$ cat src/rtl/vga_timing_gen_if.sv
// vga_timing_gen_if: raster coordinates and strobes to the pixel producers, returned pixel
// stream, and the DVI-side RGB/sync bundle.
interface vga_timing_gen_if;
    logic        vid_ce;
    logic [10:0] vid_hpos;
    logic [10:0] vid_vpos;
    logic        vid_active_pix;
    logic        vid_preload_line;
    logic        vid_frame_start;
    logic [23:0] vid_data_in;
    logic [23:0] dvi_rgb;
    logic        dvi_hsync;
    logic        dvi_vsync;
    logic        dvi_de;
    modport master (
        input  vid_ce, vid_data_in,
        output vid_hpos, vid_vpos, vid_active_pix, vid_preload_line, vid_frame_start,
        output dvi_rgb, dvi_hsync, dvi_vsync, dvi_de
    );
    modport slave (
        output vid_ce, vid_data_in,
        input  vid_hpos, vid_vpos, vid_active_pix, vid_preload_line, vid_frame_start,
        input  dvi_rgb, dvi_hsync, dvi_vsync, dvi_de
    );
endinterface

$ cat src/rtl/vga_timing_gen.sv
// vga_timing_gen: raster counters and strobes for the producers, plus sync/DE delayed by
// PIPE_LAT enabled clocks so they line up with the returned pixel stream.
module vga_timing_gen #(
    parameter int H_ACTIVE = 640,
    parameter int H_FP     = 16,
    parameter int H_SYNC   = 96,
    parameter int H_BP     = 48,
    parameter int V_ACTIVE = 480,
    parameter int V_FP     = 10,
    parameter int V_SYNC   = 2,
    parameter int V_BP     = 33,
    parameter int SYNC_POL = 0,
    parameter int PIPE_LAT = 3
) (
    input logic              app_clk,
    input logic              app_rst,
    vga_timing_gen_if.master vif
);
    localparam logic [10:0] HA  = 11'(H_ACTIVE);
    localparam logic [10:0] HS0 = 11'(H_ACTIVE + H_FP);
    localparam logic [10:0] HS1 = 11'(H_ACTIVE + H_FP + H_SYNC);
    localparam logic [10:0] HT1 = 11'(H_ACTIVE + H_FP + H_SYNC + H_BP - 1);
    localparam logic [10:0] VA  = 11'(V_ACTIVE);
    localparam logic [10:0] VS0 = 11'(V_ACTIVE + V_FP);
    localparam logic [10:0] VS1 = 11'(V_ACTIVE + V_FP + V_SYNC);
    localparam logic [10:0] VT1 = 11'(V_ACTIVE + V_FP + V_SYNC + V_BP - 1);
    localparam logic        IDLE_LVL = ~1'(SYNC_POL);
    logic [10:0]               hpos, vpos, vnext;
    logic                      hs_raw, vs_raw, de_raw, run;
    logic [PIPE_LAT-1:0][2:0]  dly;
    logic [2:0]                tap;
    always_comb begin
        hs_raw = hpos >= HS0 && hpos < HS1;
        vs_raw = vpos >= VS0 && vpos < VS1;
        de_raw = hpos < HA && vpos < VA;
        vnext  = vpos == VT1 ? '0 : vpos + 11'd1;
        run    = vif.vid_ce && !app_rst;
        tap    = dly[PIPE_LAT-1];
    end
    // Stage 0 holds the strobes of the current coordinates; the last stage is the output.
    always_ff @(posedge app_clk)
        if (app_rst) begin
            hpos <= '0;
            vpos <= '0;
            dly  <= '0;
        end else if (vif.vid_ce) begin
            hpos <= hpos == HT1 ? '0 : hpos + 11'd1;
            vpos <= hpos == HT1 ? vnext : vpos;
            dly[0] <= {hs_raw, vs_raw, de_raw};
            for (int i = 1; i < PIPE_LAT; i++) dly[i] <= dly[i-1];
        end
    assign vif.vid_hpos         = hpos;
    assign vif.vid_vpos         = vpos;
    assign vif.vid_active_pix   = de_raw && !app_rst;
    assign vif.vid_preload_line = run && hpos == HA && vnext < VA;
    assign vif.vid_frame_start  = run && hpos == '0 && vpos == '0;
    // Pixel arrives on the same cycle its delayed DE does, so it is gated, not re-registered.
    assign vif.dvi_de    = tap[0];
    assign vif.dvi_vsync = tap[1] ^ IDLE_LVL;
    assign vif.dvi_hsync = tap[2] ^ IDLE_LVL;
    assign vif.dvi_rgb   = tap[0] ? vif.vid_data_in : '0;
endmodule
$ cat src/flat_wrapper.sv
// flat-port wrapper written by rule: the top's interface ports become plain ports
module vga_timing_gen_flat 
#(
    parameter int H_ACTIVE = 640,
    parameter int H_FP     = 16,
    parameter int H_SYNC   = 96,
    parameter int H_BP     = 48,
    parameter int V_ACTIVE = 480,
    parameter int V_FP     = 10,
    parameter int V_SYNC   = 2,
    parameter int V_BP     = 33,
    parameter int SYNC_POL = 0,
    parameter int PIPE_LAT = 3
)
  (app_clk, app_rst, vif_vid_ce, vif_vid_data_in, vif_vid_hpos, vif_vid_vpos, vif_vid_active_pix, vif_vid_preload_line, vif_vid_frame_start, vif_dvi_rgb, vif_dvi_hsync, vif_dvi_vsync, vif_dvi_de);
  vga_timing_gen_if vif_i ();
  input logic app_clk;
  input logic app_rst;
  input wire logic [$bits(vif_i.vid_ce)-1:0] vif_vid_ce;
  input wire logic [$bits(vif_i.vid_data_in)-1:0] vif_vid_data_in;
  output wire logic [$bits(vif_i.vid_hpos)-1:0] vif_vid_hpos;
  output wire logic [$bits(vif_i.vid_vpos)-1:0] vif_vid_vpos;
  output wire logic [$bits(vif_i.vid_active_pix)-1:0] vif_vid_active_pix;
  output wire logic [$bits(vif_i.vid_preload_line)-1:0] vif_vid_preload_line;
  output wire logic [$bits(vif_i.vid_frame_start)-1:0] vif_vid_frame_start;
  output wire logic [$bits(vif_i.dvi_rgb)-1:0] vif_dvi_rgb;
  output wire logic [$bits(vif_i.dvi_hsync)-1:0] vif_dvi_hsync;
  output wire logic [$bits(vif_i.dvi_vsync)-1:0] vif_dvi_vsync;
  output wire logic [$bits(vif_i.dvi_de)-1:0] vif_dvi_de;
  assign vif_i.vid_ce = vif_vid_ce;
  assign vif_i.vid_data_in = vif_vid_data_in;
  assign vif_vid_hpos = vif_i.vid_hpos;
  assign vif_vid_vpos = vif_i.vid_vpos;
  assign vif_vid_active_pix = vif_i.vid_active_pix;
  assign vif_vid_preload_line = vif_i.vid_preload_line;
  assign vif_vid_frame_start = vif_i.vid_frame_start;
  assign vif_dvi_rgb = vif_i.dvi_rgb;
  assign vif_dvi_hsync = vif_i.dvi_hsync;
  assign vif_dvi_vsync = vif_i.dvi_vsync;
  assign vif_dvi_de = vif_i.dvi_de;
  vga_timing_gen #(.H_ACTIVE(H_ACTIVE), .H_FP(H_FP), .H_SYNC(H_SYNC), .H_BP(H_BP), .V_ACTIVE(V_ACTIVE), .V_FP(V_FP), .V_SYNC(V_SYNC), .V_BP(V_BP), .SYNC_POL(SYNC_POL), .PIPE_LAT(PIPE_LAT)) u_core (.app_clk(app_clk), .app_rst(app_rst), .vif(vif_i));
endmodule
$ cat config.mk
export PLATFORM = sky130hd
export DESIGN_NAME = vga_timing_gen_flat
export DESIGN_NICKNAME = d
export VERILOG_FILES = /design/src/rtl/vga_timing_gen_if.sv /design/src/rtl/vga_timing_gen.sv /design/src/flat_wrapper.sv
export SDC_FILE = /design/constraint.sdc
export NUM_CORES = 1
export LEC_CHECK = 0
export ABC_AREA = 1
export CAP_MARGIN = 20
export CORE_UTILIZATION = 35
export CTS_CLUSTER_DIAMETER = 80
export CTS_CLUSTER_SIZE = 25
export DETAILED_ROUTE_END_ITERATION = 10
export MAX_ROUTING_LAYER = met4
export PLACE_DENSITY = 0.74
export RECOVER_POWER = 50
export SLEW_MARGIN = 20
export SYNTH_ARGS = -nofsm -noshare
export SYNTH_HDL_FRONTEND = slang
export SYNTH_SLANG_ARGS = --single-unit
export TNS_END_PERCENT = 5
$ cat constraint.sdc
create_clock -name app_clk -period 2.1 [get_ports app_clk]
set_input_delay 0.525 -clock app_clk [delete_from_list [all_inputs] [get_ports app_clk]]
set_output_delay 0.525 -clock app_clk [all_outputs]
set_load 0.05 [all_outputs]
# Word level (Yosys, flattened, before mapping)
# Cells that the tools add are included.
# classes
n_lt_le_gt_ge	7
n_mux	3
bitwise_logic	2
n_eq_ne	3
add_sub_neg	2
reduce_logical	13
# ops
operator	n
11-bit by 10-bit == test with 1-bit output, second input constant	3
11-bit by 9-bit less-than comparator with 1-bit output, second input constant	3
24-bit 2-to-1 mux	1
11-bit by 1-bit adder with 11-bit output, second input constant	2
11-bit zero test	2
11-bit by 10-bit less-than comparator with 1-bit output, second input constant	2
11-bit 2-to-1 mux	2
11-bit by 10-bit greater-or-equal comparator with 1-bit output, second input constant	1
11-bit by 9-bit greater-or-equal comparator with 1-bit output, second input constant	1
1-bit logical AND	9
1-bit inverter	2
2-bit AND reduction	1
1-bit zero test	1
# totals
inputBits	27
output_inout_bits	52
regBits	31

# Logic depth before layout (Yosys ltp)
# depth
depth_word	4
ltp_mapped	10

# Least setup slack after synthesis
# OpenSTA, ideal clock, no wires.
# synth_path
path_kind	register to output
from	register u_core.vpos[4] (netlist: u_core.vif.vid_vpos[4])
to	output port vif_vid_frame_start
arrival_ps	2444
path_stages_with_launch	7
slack_ps	-869
required_ps	1575
cell_sequence	dfxtp_1 > buf_2 > nor2_1 > nand3_1 > inv_1 > nand3_1 > nor4_1
# synth_via
elab_chain_len	2
# synth_lines
item	line_no	rtl
start, declared	vga_timing_gen.sv:28	logic [10:0] hpos, vpos, vnext;
start signal, assigned	vga_timing_gen.sv:48	vpos <= hpos == HT1 ? vnext : vpos;
11-bit zero test	vga_timing_gen.sv:56	assign vif.vid_frame_start = run && hpos == '0 && vpos == '0;
1-bit logical AND	vga_timing_gen.sv:56	
end, declared	flat_wrapper.sv:25	output wire logic [$bits(vif_i.vid_frame_start)-1:0] vif_vid_frame_start;
# No other way between the ends.

# Worst setup path after layout
# layout_path
from	register u_core.vpos[1] (netlist: u_core.vif.vid_vpos[1])
to	output port vif_vid_preload_line
# layout_via
elab_chain_len	4
elab_cells_between_ends	5
cone_classes	add/sub (1); order compare (1); eq/ne (1); mux (1); reduce/logical (1)
# layout_lines
item	line_no	rtl
11-bit by 1-bit adder with 11-bit output / 11-bit by 10-bit == test with 1-bit output (equally long branches)	vga_timing_gen.sv:36	vnext = vpos == VT1 ? '0 : vpos + 11'd1;
11-bit 2-to-1 mux (*)	vga_timing_gen.sv:36	
11-bit by 9-bit less-than comparator with 1-bit output (*)	vga_timing_gen.sv:55	assign vif.vid_preload_line = run && hpos == HA && vnext < VA;
1-bit logical AND (*)	vga_timing_gen.sv:55	
end, declared	flat_wrapper.sv:24	output wire logic [$bits(vif_i.vid_preload_line)-1:0] vif_vid_preload_line;
# Mark *: on every way between the ends. The rest lies on a longest branch, timed or not.

==> results.sh <==
export IMPL_grt_pass1_vias=2032
export IMPL_syn_num_nets=335
export IMPL_max_cap_viol_count=0
export IMPL_numCtsBuffers=5
export IMPL_report_final_setup_viol=1
export IMPL_synth_async_sr_flop_share_pct=0
export IMPL_slew_viol_final=0
export IMPL_globalplace_congestion=0.8962
export IMPL_ioPinCount=79
export IMPL_timing_reg2reg_worst_path_depth=8
export IMPL_synth_top_cell_area_share_pct=32.85
export IMPL_yosys_cell_count_top_type="sky130_fd_sc_hd__nand2_1"
export IMPL_finalHoldViolations=0
export IMPL_ir_drop_uv=384.2
export IMPL_worstHoldPathType="reg2reg"
export IMPL_fill_cells=469
export IMPL_synth_xor_xnor_area_share_pct=2.781
export IMPL_largest_family_of_logic_cells_by_synthesized_area="simple AND/OR/NAND/NOR gates"
export IMPL_average_wire_per_standard_cell_um=12.88
export IMPL_layout_core_utilization_pct=65.90
export IMPL_failed_checks="setup timing"
export IMPL_final_critical_path_setup_slack_ps=-84.95
export IMPL_post_synth_inst_count=304
export IMPL_cts_sink_count=31
export IMPL_grt_max_degree=26
export IMPL_ys_types=28
export IMPL_synth_seq_area_share_pct=32.85
export IMPL_yosysWarnings=0
export IMPL_portion_of_total_power_attributed_to_the_clock_network_pct=32.0
export IMPL_criticalPathCategory="reg2out"
export IMPL_post_drt_via_cell_ratio=4.786
export IMPL_remaining_drc_errors=0
export IMPL_core_um2=5140
export IMPL_tritoncts="built"
export IMPL_internal_power_uw=981.3
export IMPL_ys_ff_latch=31
export IMPL_post_route_cells_drive_above_1_share_pct=28.50
export IMPL_finalWorstPathRequiredPeriod_ps=2185
export IMPL_synth_main_ff_cell="sky130_fd_sc_hd__dfxtp_1"
export IMPL_initial_utilization_pct=36.76
export IMPL_final_setup_skew_ps=6.875
export IMPL_die_y_extent_um=75.47
export IMPL_hpwl_um=4530
export IMPL_placement_cell_area_um2=3097
export IMPL_cts_path_max_buffers=2
export IMPL_finalNetCount=437
export IMPL_initial_drt_pass_iterations=4
export IMPL_cp_data_required_time_ps=1570
export IMPL_wirelength_um=6142
export IMPL_powerDensity_nw_per_um2=413.0
export IMPL_clk_pin_slew_ps=70
export IMPL_synth_fa_ha_area_share_pct=2.649
export IMPL_rsz_0062_raised_after_global_routing="yes"
export IMPL_detail_route_iter0_violations=140
export IMPL_synth_simple_gate_area_share_pct=37.75
export IMPL_fp_dieW_um=75.47
export IMPL_globalRoute_totalOverflow=0
export IMPL_endpoint_kind="output pin"
export IMPL_synth_compound_gate_area_share_pct=10.20
export IMPL_switching_share_pct=29.85
export IMPL_i_o_buffers=78
export IMPL_synthMuxAreaShare_pct=0
export IMPL_clock_root_buffer="sky130_fd_sc_hd__clkbuf_8"
export IMPL_grt_antenna_before_repair=0
export IMPL_htree_num_levels=2
export IMPL_ys_top_cells_by_count="sky130_fd_sc_hd__nand2_1, sky130_fd_sc_hd__inv_1, sky130_fd_sc_hd__nor2_1"
export IMPL_design_die_area_um2=5696
export IMPL_synth_area_um2=1889
export IMPL_syn_avg_cell_area_um2=6.215
export IMPL_grt_first_pass_wirelength_um=9349
export IMPL_clk_latency_ps=280
export IMPL_sequential_power_share_pct=43.1
export IMPL_number_of_cell_rows=26
export IMPL_relSlewSlack_pct=57.64
export IMPL_power_leakage_nw=1.623
export IMPL_holdBufCountCts=0
export IMPL_start_kind="register"
export IMPL_number_of_diodes_added_for_antenna_fixing=0
export IMPL_run_status="finished with violations"
export IMPL_worstPathArrival_ps=1660
export IMPL_hold_path_cell_count=2
export IMPL_clock_fmax_ghz=0.4577
export IMPL_area_growth_syn_to_layout_pct=79.27
export IMPL_yosysTopAreaCell="sky130_fd_sc_hd__dfxtp_1"
export IMPL_p_comb_share_pct=24.9
export IMPL_total_switching_power_uw=417.5
export IMPL_worst_slew_pin_transition_ps=635.4
export IMPL_post_route_cell_area_um2=3387
export IMPL_drtAntennaViolNets=0
export IMPL_synth_enable_flop_cells=0
export IMPL_critPathMaxFanout=4
export IMPL_synth_area_top_cells="sky130_fd_sc_hd__dfxtp_1, sky130_fd_sc_hd__nand2_1, sky130_fd_sc_hd__inv_1, sky130_fd_sc_hd__nor2_1, sky130_fd_sc_hd__nand3_1"
export IMPL_gr_usage_all_layers_pct=22.22
export IMPL_vias=2283
export IMPL_layout_worst_path_cycle_share_pct=104.0
layout by cell type, fill, tap and decap left out, types with 4 or more instances in the layout:
master	Yosys	layout
sky130_fd_sc_hd__nand2_1	70	65
sky130_fd_sc_hd__nor3_1	6	5
sky130_fd_sc_hd__nor2_2	3	7
sky130_fd_sc_hd__clkbuf_1	6	5
sky130_fd_sc_hd__nand4_1	7	7
sky130_fd_sc_hd__dfxtp_1	31	22
sky130_fd_sc_hd__clkbuf_8	0	5
sky130_fd_sc_hd__o21ai_0	16	15
sky130_fd_sc_hd__dfxtp_4	0	4
sky130_fd_sc_hd__buf_4	1	34
sky130_fd_sc_hd__buf_12	0	29
sky130_fd_sc_hd__xor2_1	5	5
sky130_fd_sc_hd__nor2_4	2	5
sky130_fd_sc_hd__nand2_2	4	7
sky130_fd_sc_hd__inv_1	56	55
sky130_fd_sc_hd__nor2_1	43	36
sky130_fd_sc_hd__clkdlybuf4s50_1	0	31
sky130_fd_sc_hd__a21oi_1	10	10
sky130_fd_sc_hd__o22ai_1	7	7
sky130_fd_sc_hd__nand3_1	21	18
sky130_fd_sc_hd__dfxtp_2	0	5
layer usage:
| metal | wire length, um | up-vias | track usage [%] |
|---|---|---|---|
| met5 | 0 | - | - |
| met4 | 69 | 0 | 7.202 |
| met3 | 239 | 6 | 4.497 |
| met2 | 3245 | 61 | 36.01 |
| met1 | 2587 | 1069 | 27.71 |
| li1 | - | 1147 | - |
kinds of logic after synthesis:
group,count (synthesis)
AND/OR/NAND/NOR,161
buffers and inverters,66
XOR/XNOR,6
flip-flops,31
adder cells (fa/ha/maj),4
AO/OA/AOI/OAI,36
state kept, by name, summed over array words and instances (netlist names):
register             cells
u_core.dly               6
u_core.vif.vid_hpos     11
u_core.tap               3
u_core.vif.vid_vpos     11
timing repair:
action,in CTS,in global routing
pin swaps,9,15
gates resized for setup,24,21
buffers inserted,8,3
endpoints found under the setup margin,2,5
hold endpoints to repair,0,0
worst paths after layout:
check	startpoint	endpoint	slack, ps
setup / recovery	u_core.vif.vid_vpos[1]	vif_vid_preload_line	-80
hold / removal	u_core.tap[1]	u_core.tap[1]	480
setup reg to reg	u_core.vif.vid_hpos[1]	u_core.vif.vid_hpos[10]	460
hold reg to reg	u_core.tap[1]	u_core.tap[1]	480
metrics by stage:
| step | setup slack [ps] | instances | hold WS [ps] | TNS (ps) | power, mW |
|---|---|---|---|---|---|
| 2_1_floorplan | -72.67 | 304 | 445.7 | -72.67 | 0.7861 |
| 3_3_place_gp | -380.1 | 458 | 444.8 | -700.7 | 0.9686 |
| 3_5_place_dp | -377.8 | 458 | 448.3 | -687.0 | 0.9734 |
| 4_1_cts | -67.15 | 474 | 456.8 | -67.15 | 1.412 |
| 5_1_grt | -163.5 | 477 | 489.5 | -219.5 | 1.465 |
| 6_report | -84.95 | 477 | 475.8 | -84.95 | 1.399 |
worst max-delay path, cell delays in order, from the launching register on:
cell and delay (ps):
sky130_fd_sc_hd__dfxtp_4 400, sky130_fd_sc_hd__nand2_4 70, sky130_fd_sc_hd__nor2_4 170, sky130_fd_sc_hd__buf_6 130
sky130_fd_sc_hd__nand2_4 40, sky130_fd_sc_hd__o21ai_2 140, sky130_fd_sc_hd__nand2_2 90, sky130_fd_sc_hd__nor2_4 140
sky130_fd_sc_hd__nor2_4 50, sky130_fd_sc_hd__buf_12 140
layout make-up:
cell class	count	area [um^2]	share of cell area (%)
clock inverters	3	15.01	0.4433
repair buffers	104	1219	35.98
flip-flops and latches	31	641.9	18.95
clock buffers	5	68.82	2.032
well taps	70	87.58	2.586
multi-input cells	207	1139	33.62
inverters	57	216.5	6.391
power groups by stage:
stage | sequential (mW) | clock [mW] | combinational [mW]
global route | 0.604 | 0.492 | 0.369
CTS | 0.603 | 0.455 | 0.354
global placement | 0.621 | 0 | 0.347
floorplan | 0.635 | 0 | 0.151
detailed placement | 0.622 | 0 | 0.352
finish | 0.603 | 0.447 | 0.348
Power figures use the tool's default switching activity.
